`config.mk`:
```
export PLATFORM = sky130hd
export DESIGN_NAME = note_scheduler
export DESIGN_NICKNAME = d
export VERILOG_FILES = /design/src/rtl/note_scheduler.sv
export SDC_FILE = /design/constraint.sdc
export NUM_CORES = 1
export LEC_CHECK = 0
export ABC_AREA = 1
export CAP_MARGIN = 10
export CORE_MARGIN = 3
export CORE_UTILIZATION = 40
export DETAILED_ROUTE_END_ITERATION = 8
export DONT_BUFFER_PORTS = 1
export PLACE_DENSITY = 0.6
export RECOVER_POWER = 25
export SLEW_MARGIN = 10
export SYNTH_ARGS = -nofsm -noshare
export SYNTH_HDL_FRONTEND = slang
export SYNTH_SLANG_ARGS = --single-unit
```
`constraint.sdc`:
```
create_clock -name clk -period 2.75 [get_ports clk]
set_input_delay 0.275 -clock clk [delete_from_list [all_inputs] [get_ports clk]]
set_output_delay 0.275 -clock clk [all_outputs]
set_load 0.02 [all_outputs]
```
`src/rtl/note_scheduler.sv`:
```
// -----------------------------------------------------------------------------
// note_scheduler
//
// Reads a song from a synchronous-read ROM and hands each note to one of
// NUM_VOICES note_player voices. A note goes to the lowest-numbered free voice.
// That voice's note/duration registers are written, and its load strobe pulses
// for one cycle. Rest entries are timed in 1/48 s beats.
//
// Song entry format (16 bits):
//   [15]   ADV  : 0 = note, 1 = rest (dur != 0) or end of song (dur == 0)
//   [14:9] note
//   [8:3]  dur
//   [2:0]  reserved, ignored
//
// Ports
//   clk         system clock
//   reset       synchronous, active-high; aborts a song immediately
//   start       pulse: begin the song at address 0 (accepted only when idle)
//   play        1 = run, 0 = pause (sequencer, rest timer, voice release frozen)
//   beat        one-cycle 1/48 s tick
//   rom_addr    song ROM address (ROM returns data one cycle later)
//   rom_data    song ROM entry
//   voice_done  per-voice done_with_note
//   voice_load  per-voice one-cycle load_new_note
//   voice_note  6 bits per voice, voice i at [6*i +: 6]
//   voice_dur   6 bits per voice, voice i at [6*i +: 6]
//   busy        high from start acceptance until the song ends
//   song_done   one-cycle pulse at the end of the song
//
// Build option
//   SONG_LOOP_EN : when defined, the song restarts from address 0 at its end.
//                  busy stays high, and song_done still pulses once per pass.
// -----------------------------------------------------------------------------
module note_scheduler #(
    parameter int NUM_VOICES = 3,
    parameter int ADDR_W     = 7
) (
    input  logic                    clk,
    input  logic                    reset,
    input  logic                    start,
    input  logic                    play,
    input  logic                    beat,
    output logic [ADDR_W-1:0]       rom_addr,
    input  logic [15:0]             rom_data,
    input  logic [NUM_VOICES-1:0]   voice_done,
    output logic [NUM_VOICES-1:0]   voice_load,
    output logic [6*NUM_VOICES-1:0] voice_note,
    output logic [6*NUM_VOICES-1:0] voice_dur,
    output logic                    busy,
    output logic                    song_done
);

    typedef enum logic [2:0] {
        ST_IDLE   = 3'd0,
        ST_FETCH  = 3'd1,
        ST_DECODE = 3'd2,
        ST_ALLOC  = 3'd3,
        ST_REST   = 3'd4,
        ST_END    = 3'd5
    } state_t;

    state_t state_reg, state_next;

    logic [ADDR_W-1:0]     rom_addr_reg;
    logic                  busy_reg;
    logic                  song_done_reg;
    logic [5:0]            rest_cnt_reg;
    logic [5:0]            entry_note_reg;
    logic [5:0]            entry_dur_reg;
    logic [NUM_VOICES-1:0] voice_load_reg;
    logic [NUM_VOICES-1:0] voice_busy;

    // Entry fields straight from the ROM output, which is valid in DECODE.
    logic       rom_adv;
    logic [5:0] rom_note;
    logic [5:0] rom_dur;
    logic       unused_rsvd;

    assign rom_adv     = rom_data[15];
    assign rom_note    = rom_data[14:9];
    assign rom_dur     = rom_data[8:3];
    assign unused_rsvd = ^rom_data[2:0];

    // Lowest-index free voice. taken[i] is set when any voice below i is free.
    logic [NUM_VOICES-1:0] free_vec;
    logic [NUM_VOICES-1:0] alloc_sel;
    logic [NUM_VOICES:0]   taken;
    logic                  any_free;

    assign free_vec = ~voice_busy;
    assign taken[0] = 1'b0;
    assign any_free = taken[NUM_VOICES];

    // Strobes produced by the sequencer and consumed by the datapath.
    logic start_fire;
    logic latch_entry;
    logic rest_load;
    logic rest_dec;
    logic advance;
    logic alloc_fire;
    logic end_fire;
    logic last_addr;

    assign last_addr = (rom_addr_reg == {ADDR_W{1'b1}});

    // -------------------------------------------------------------------------
    // Sequencer
    // -------------------------------------------------------------------------
    always_ff @(posedge clk) begin
        if (reset) begin
            state_reg <= ST_IDLE;
        end else begin
            state_reg <= state_next;
        end
    end

    always_comb begin
        state_next  = state_reg;
        start_fire  = 1'b0;
        latch_entry = 1'b0;
        rest_load   = 1'b0;
        rest_dec    = 1'b0;
        advance     = 1'b0;
        alloc_fire  = 1'b0;
        end_fire    = 1'b0;

        // While paused nothing moves; beats and start are ignored as well.
        if (play) begin
            case (state_reg)
                ST_IDLE: begin
                    if (start) begin
                        start_fire = 1'b1;
                        state_next = ST_FETCH;
                    end
                end
                ST_FETCH: begin
                    state_next = ST_DECODE;
                end
                ST_DECODE: begin
                    latch_entry = 1'b1;
                    if (!rom_adv) begin
                        state_next = ST_ALLOC;
                    end else if (rom_dur != 6'd0) begin
                        rest_load  = 1'b1;
                        state_next = ST_REST;
                    end else begin
                        state_next = ST_END;
                    end
                end
                ST_ALLOC: begin
                    // With no free voice the note waits here; it is never dropped.
                    if (any_free) begin
                        alloc_fire = 1'b1;
                        advance    = 1'b1;
                    end
                end
                ST_REST: begin
                    if (rest_cnt_reg == 6'd0) begin
                        advance = 1'b1;
                    end else if (beat) begin
                        rest_dec = 1'b1;
                    end
                end
                ST_END: begin
                    end_fire = 1'b1;
`ifdef SONG_LOOP_EN
                    state_next = ST_FETCH;
`else
                    state_next = ST_IDLE;
`endif
                end
                default: begin
                    state_next = ST_IDLE;
                end
            endcase

            // Leaving the last ROM location wraps the address.
            // That entry is treated as the end of the song.
            if (advance) begin
                state_next = last_addr ? ST_END : ST_FETCH;
            end
        end
    end

    // -------------------------------------------------------------------------
    // Shared datapath
    // -------------------------------------------------------------------------
    always_ff @(posedge clk) begin
        if (reset) begin
            rom_addr_reg   <= '0;
            busy_reg       <= 1'b0;
            song_done_reg  <= 1'b0;
            rest_cnt_reg   <= 6'd0;
            entry_note_reg <= 6'd0;
            entry_dur_reg  <= 6'd0;
            voice_load_reg <= '0;
        end else begin
            song_done_reg <= end_fire;
            // Load strobe lasts exactly one cycle, even if play drops meanwhile.
            voice_load_reg <= alloc_fire ? alloc_sel : '0;

            if (start_fire) begin
                rom_addr_reg <= '0;
                busy_reg     <= 1'b1;
            end else if (advance) begin
                rom_addr_reg <= rom_addr_reg + ADDR_W'(1);
            end else if (end_fire) begin
`ifdef SONG_LOOP_EN
                rom_addr_reg <= '0;
`else
                busy_reg     <= 1'b0;
`endif
            end

            if (latch_entry) begin
                entry_note_reg <= rom_note;
                entry_dur_reg  <= rom_dur;
            end

            if (rest_load) begin
                rest_cnt_reg <= rom_dur;
            end else if (rest_dec) begin
                rest_cnt_reg <= rest_cnt_reg - 6'd1;
            end
        end
    end

    // -------------------------------------------------------------------------
    // Per-voice state
    // -------------------------------------------------------------------------
    genvar gi;
    generate
        for (gi = 0; gi < NUM_VOICES; gi++) begin : g_voice
            logic       busy_v_reg;
            logic [1:0] mask_reg;
            logic [5:0] note_reg;
            logic [5:0] dur_reg;
            logic       claim;

            assign claim = alloc_fire & alloc_sel[gi];

            always_ff @(posedge clk) begin
                if (reset) begin
                    busy_v_reg <= 1'b0;
                    mask_reg   <= 2'd0;
                    note_reg   <= 6'd0;
                    dur_reg    <= 6'd0;
                end else if (claim) begin
                    busy_v_reg <= 1'b1;
                    mask_reg   <= 2'd2;
                    note_reg   <= entry_note_reg;
                    dur_reg    <= entry_dur_reg;
                end else begin
                    // For two cycles after a load, done still reflects the
                    // previous note and is ignored.
                    if (mask_reg != 2'd0) begin
                        mask_reg <= mask_reg - 2'd1;
                    end
                    if (play && voice_done[gi] && (mask_reg == 2'd0)) begin
                        busy_v_reg <= 1'b0;
                    end
                end
            end

            assign voice_busy[gi]      = busy_v_reg;
            assign taken[gi+1]         = taken[gi] | free_vec[gi];
            assign alloc_sel[gi]       = free_vec[gi] & ~taken[gi];
            assign voice_note[6*gi +: 6] = note_reg;
            assign voice_dur[6*gi +: 6]  = dur_reg;
        end
    endgenerate

    assign rom_addr   = rom_addr_reg;
    assign voice_load = voice_load_reg;
    assign busy       = busy_reg;
    assign song_done  = song_done_reg;

endmodule
```
==> parameters.txt <==
Parameter                              Value

Worst setup path
  Critical path class ... register to register
  Type of element capturing the critical path ... register
  Beginning of the worst register-to-register path ... state_reg[0]
  Flop-to-flop setup slack ... 0.80 ns
  Crit-path max FO ... 17
  Logic depth of the worst register-to-register path ... 6
  Crit path DAT ... 2.23 ns
  Worst flop-to-flop path endpoint ... g_voice[0].note_reg[5]
  Setup crit start kind ... register
  Critical path data required time ... 3.03 ns

Clock tree
  Number of buffers added by the clock tree synthesis step ... 9
  H-Tree Level Count ... 3
  TritonCTS clock tree ... done
  Source-to-sink clock delay at the later pin of the worst-skew pair ... 0.35 ns
  Clock root buffer ... sky130_fd_sc_hd__clkbuf_8
  CTS Sinks ... 78
  Number of cells upsized or downsized after cts ... 0
  Clock-pin transition on the worst setup and hold timing paths ... 0.09 ns
  Worst-case clock buffer depth ... 2

Pwr
  Switching power ... 560.4 uW
  Peak ir drop on the vdd network ... 0.2462 mV
  Power, Total ... 2166 uW
  Pwr per Cell Area ... 617.3 mW/mm^2
  Clock Power Share ... 40.1%
  Part of the power in registers ... 53.9%
  Power Internal ... 1606 uW
  Portion of total power attributed to combinational logic ... 6.0%
  Fraction of power spent switching nets ... 25.87%
  Total leakage power ... 0.001304 uW

Route
  Max layer used ... met4
  Via count of the routed design ... 2755
  First-pass detailed-route iteration total ... 4
  Met2 routed wirelength ... 3705 um
  Average vias per placed instance ... 5.159
  # DRC ... 0
  Number of DRC markers after the initial detailed-route iteration ... 172
  Total length of routed met3 wires ... 629 um
  Met1 wire length ... 3632 um
  Post-detailed-route wirelength per cell ... 15.15 um
  DRT Wirelength ... 8090 um
  Antenna Violating Nets Remaining ... 0

STA
  Period Utilization, post-route ... 70.96%
  Final Hold Violating Endpoints ... 0
  Unrepaired setup endpoints after global routing ... false
  Worst Skew ... 0.005235 ns
  Count of endpoints failing setup in the final report ... 0
  Actual slew at the worst max-slew pin ... 0.5576 ns
  FMAX ... 0.5125 GHz
  Hold Slack ... 0.08548 ns
  Setup_tns ... 0 ns
  Pins over their slew limit ... 0
  Minimum clock period after layout ... 1.951 ns
  Relative max-transition margin ... 62.74%

Yosys
  Multiplexer area fraction after synthesis ... 0%
  Count of distinct cell types in the synthesized netlist ... 27
  Post-synthesis share of cell area spent on and, or, nand and nor gates ... 30.71%
  Post-synthesis instance total ... 432
  Post-Synth Adder-Cell Area ... 0.7764%
  Combined area of all synthesized cells ... 0.003223 mm^2
  Area share of xor/xnor cells in the synthesized design ... 2.446%
  Synthesized Nets ... 458
  Mean instance size in the synthesized netlist ... 7.461 um^2
  Synthesis-stage register bit count ... 78
  Yosys warnings ... 0
  Sequential-to-total area share from yosys stat ... 48.45%
  Area fraction in compound gates after synthesis ... 11.65%
  Main combinational cell family by area after synthesis ... simple AND/OR/NAND/NOR gates

Floorplan
  Starting density of the core ... 41.49%
  Floorplan die area ... 0.009171 mm^2
  Std cell rows ... 32
  Core region area ... 0.007767 mm^2
  Die outline height ... 95.77 um
  Chip Width ... 95.77 um
  Top-level I/O count ... 72

Layout
  Final-stage net count ... 453
  Fraction of final layout cells with drive strength greater than 1 ... 7.870%
  Synth-to-layout area growth ... 8.890%
  Number of fill cells ... 794
  Total inserted antenna cells ... 0
  Post-route core utilization ... 45.18%
  Finished Layout Cells ... 534

Job
  Max Cap Viol ... 0

Worst hold path
  Number of cells on the worst hold path ... 3
  Type of the most critical hold path ... primary input to register
  Launch instance of the worst min-delay path ... reset
  Hold Crit Endpoint ... g_voice[1].mask_reg[0]

Global routing
  Number of global-route vias before repair ... 2532
  GRT Util Overall ... 18.00%
  Wire length of the first global-routing pass ... 12770 um
  Number of antenna violations at the first check in global routing ... 0
  Largest net degree at the start of global routing ... 62
  Total global routing overflow ... 0

Placement
  Detailed placer's ending HPWL ... 5414 um
  Total placed cells including tap cells ... 517
  Port bufs ... 0
  RePlAce Congestion ... 0.8647

Status
  Run status ... complete, no violations
metrics by stage:
stage                     instance area [um^2]  setup WS (ns)
after floorplan                           3223          1.365
after global placement                    3286         0.8857
after detailed placement                  3286         0.8290
after CTS                                 3510         0.8232
after global routing                      3510         0.6211
final                                     3510         0.7987
how the worst max path moves through the flow:
stage / startpoint / to / cells past startpoint
floorplan: rest_cnt_reg[0] / rom_addr[6] / 10
global placement: state_reg[0] / g_voice[0].dur_reg[5] / 6
detailed placement: state_reg[0] / g_voice[0].note_reg[5] / 6
CTS: state_reg[0] / g_voice[0].note_reg[5] / 6
global route: state_reg[0] / g_voice[0].note_reg[2] / 6
finish: state_reg[0] / g_voice[0].note_reg[5] / 6
area by class of cell:
type,count,area (um^2),share of cell area [%]
Sequential cell,78,1562,44.49
Clock inverter,7,72.57,2.068
Inverter,26,97.59,2.781
Tap cell,102,127.6,3.636
Timing Repair Buffer,5,57.56,1.640
Multi-Input combinational cell,307,1469,41.85
Clock buffer,9,123.9,3.529
placed cells by master, fill, tap and decap left out:
master	count
sky130_fd_sc_hd__nand2_1	115
sky130_fd_sc_hd__dfxtp_1	78
sky130_fd_sc_hd__a21oi_1	65
sky130_fd_sc_hd__nand3_1	58
sky130_fd_sc_hd__nor2_1	33
sky130_fd_sc_hd__inv_1	23
sky130_fd_sc_hd__clkbuf_8	9
sky130_fd_sc_hd__xor2_1	8
sky130_fd_sc_hd__o21ai_0	4
sky130_fd_sc_hd__buf_4	4
sky130_fd_sc_hd__inv_2	3
sky130_fd_sc_hd__o31ai_1	3
sky130_fd_sc_hd__nor3_1	3
sky130_fd_sc_hd__nand2_2	3
sky130_fd_sc_hd__nand4_1	3
sky130_fd_sc_hd__nor2_2	2
sky130_fd_sc_hd__ha_1	2
sky130_fd_sc_hd__clkinvlp_4	2
sky130_fd_sc_hd__inv_6	2
sky130_fd_sc_hd__clkinv_2	2
sky130_fd_sc_hd__nand4_2	1
sky130_fd_sc_hd__nor2_4	1
sky130_fd_sc_hd__nand3b_1	1
sky130_fd_sc_hd__nor3_4	1
sky130_fd_sc_hd__nand2_4	1
sky130_fd_sc_hd__nor2_8	1
sky130_fd_sc_hd__xnor2_1	1
sky130_fd_sc_hd__o21bai_1	1
sky130_fd_sc_hd__bufinv_16	1
sky130_fd_sc_hd__buf_16	1
power by group through the flow:
stage	combinational (uW)	clock (uW)	sequential, uW
after global placement	109	0	1190
after CTS	130	895	1170
after global routing	150	942	1170
after floorplan	119	0	1180
final	130	869	1170
after detailed placement	111	0	1190
layer usage:
layer | vias up | global-route usage, %
li1 | 1407 | -
met2 | 66 | 26.98
met4 | 0 | 6.991
met1 | 1272 | 23.94
met3 | 10 | 5.942
met5 | - | 0
cells in the mapped netlist (all sizes together):
master | number | share of area [%]
nand2 | 119 | 14
buf | 11 | 1.8
nor3 | 4 | 0.97
ha | 2 | 0.78
a21oi | 65 | 10
xor2 | 8 | 2.2
nand4 | 4 | 0.97
inv | 26 | 3.0
o21ai | 4 | 0.62
clkbuf | 10 | 1.2
nand3b | 1 | 0.23
dfxtp | 78 | 48
xnor2 | 1 | 0.27
nand3 | 58 | 9.0
nor2 | 37 | 5.2
o21bai | 1 | 0.23
o31ai | 3 | 0.70
worst max-delay path: stages (launching register included):
cell and delay, ns:
sky130_fd_sc_hd__dfxtp_1 0.57, sky130_fd_sc_hd__nand4_2 0.20, sky130_fd_sc_hd__nor2_4 0.32, sky130_fd_sc_hd__nand2_2 0.31
sky130_fd_sc_hd__inv_2 0.28, sky130_fd_sc_hd__nand2_1 0.08, sky130_fd_sc_hd__a21oi_1 0.13
cells by family after synthesis:
kind of cell    count (synthesis)
xor+xnor                        9
fa+ha+maj                       2
simple gates                  223
compound gates                 73
flops                          78
buf+inv                        47
timing repair:
action                                 in CTS  in global routing
hold buffers                                1                  0
endpoints found under the hold margin      61                  0
buffers inserted                            0                  0
Power figures use the tool's default switching activity.
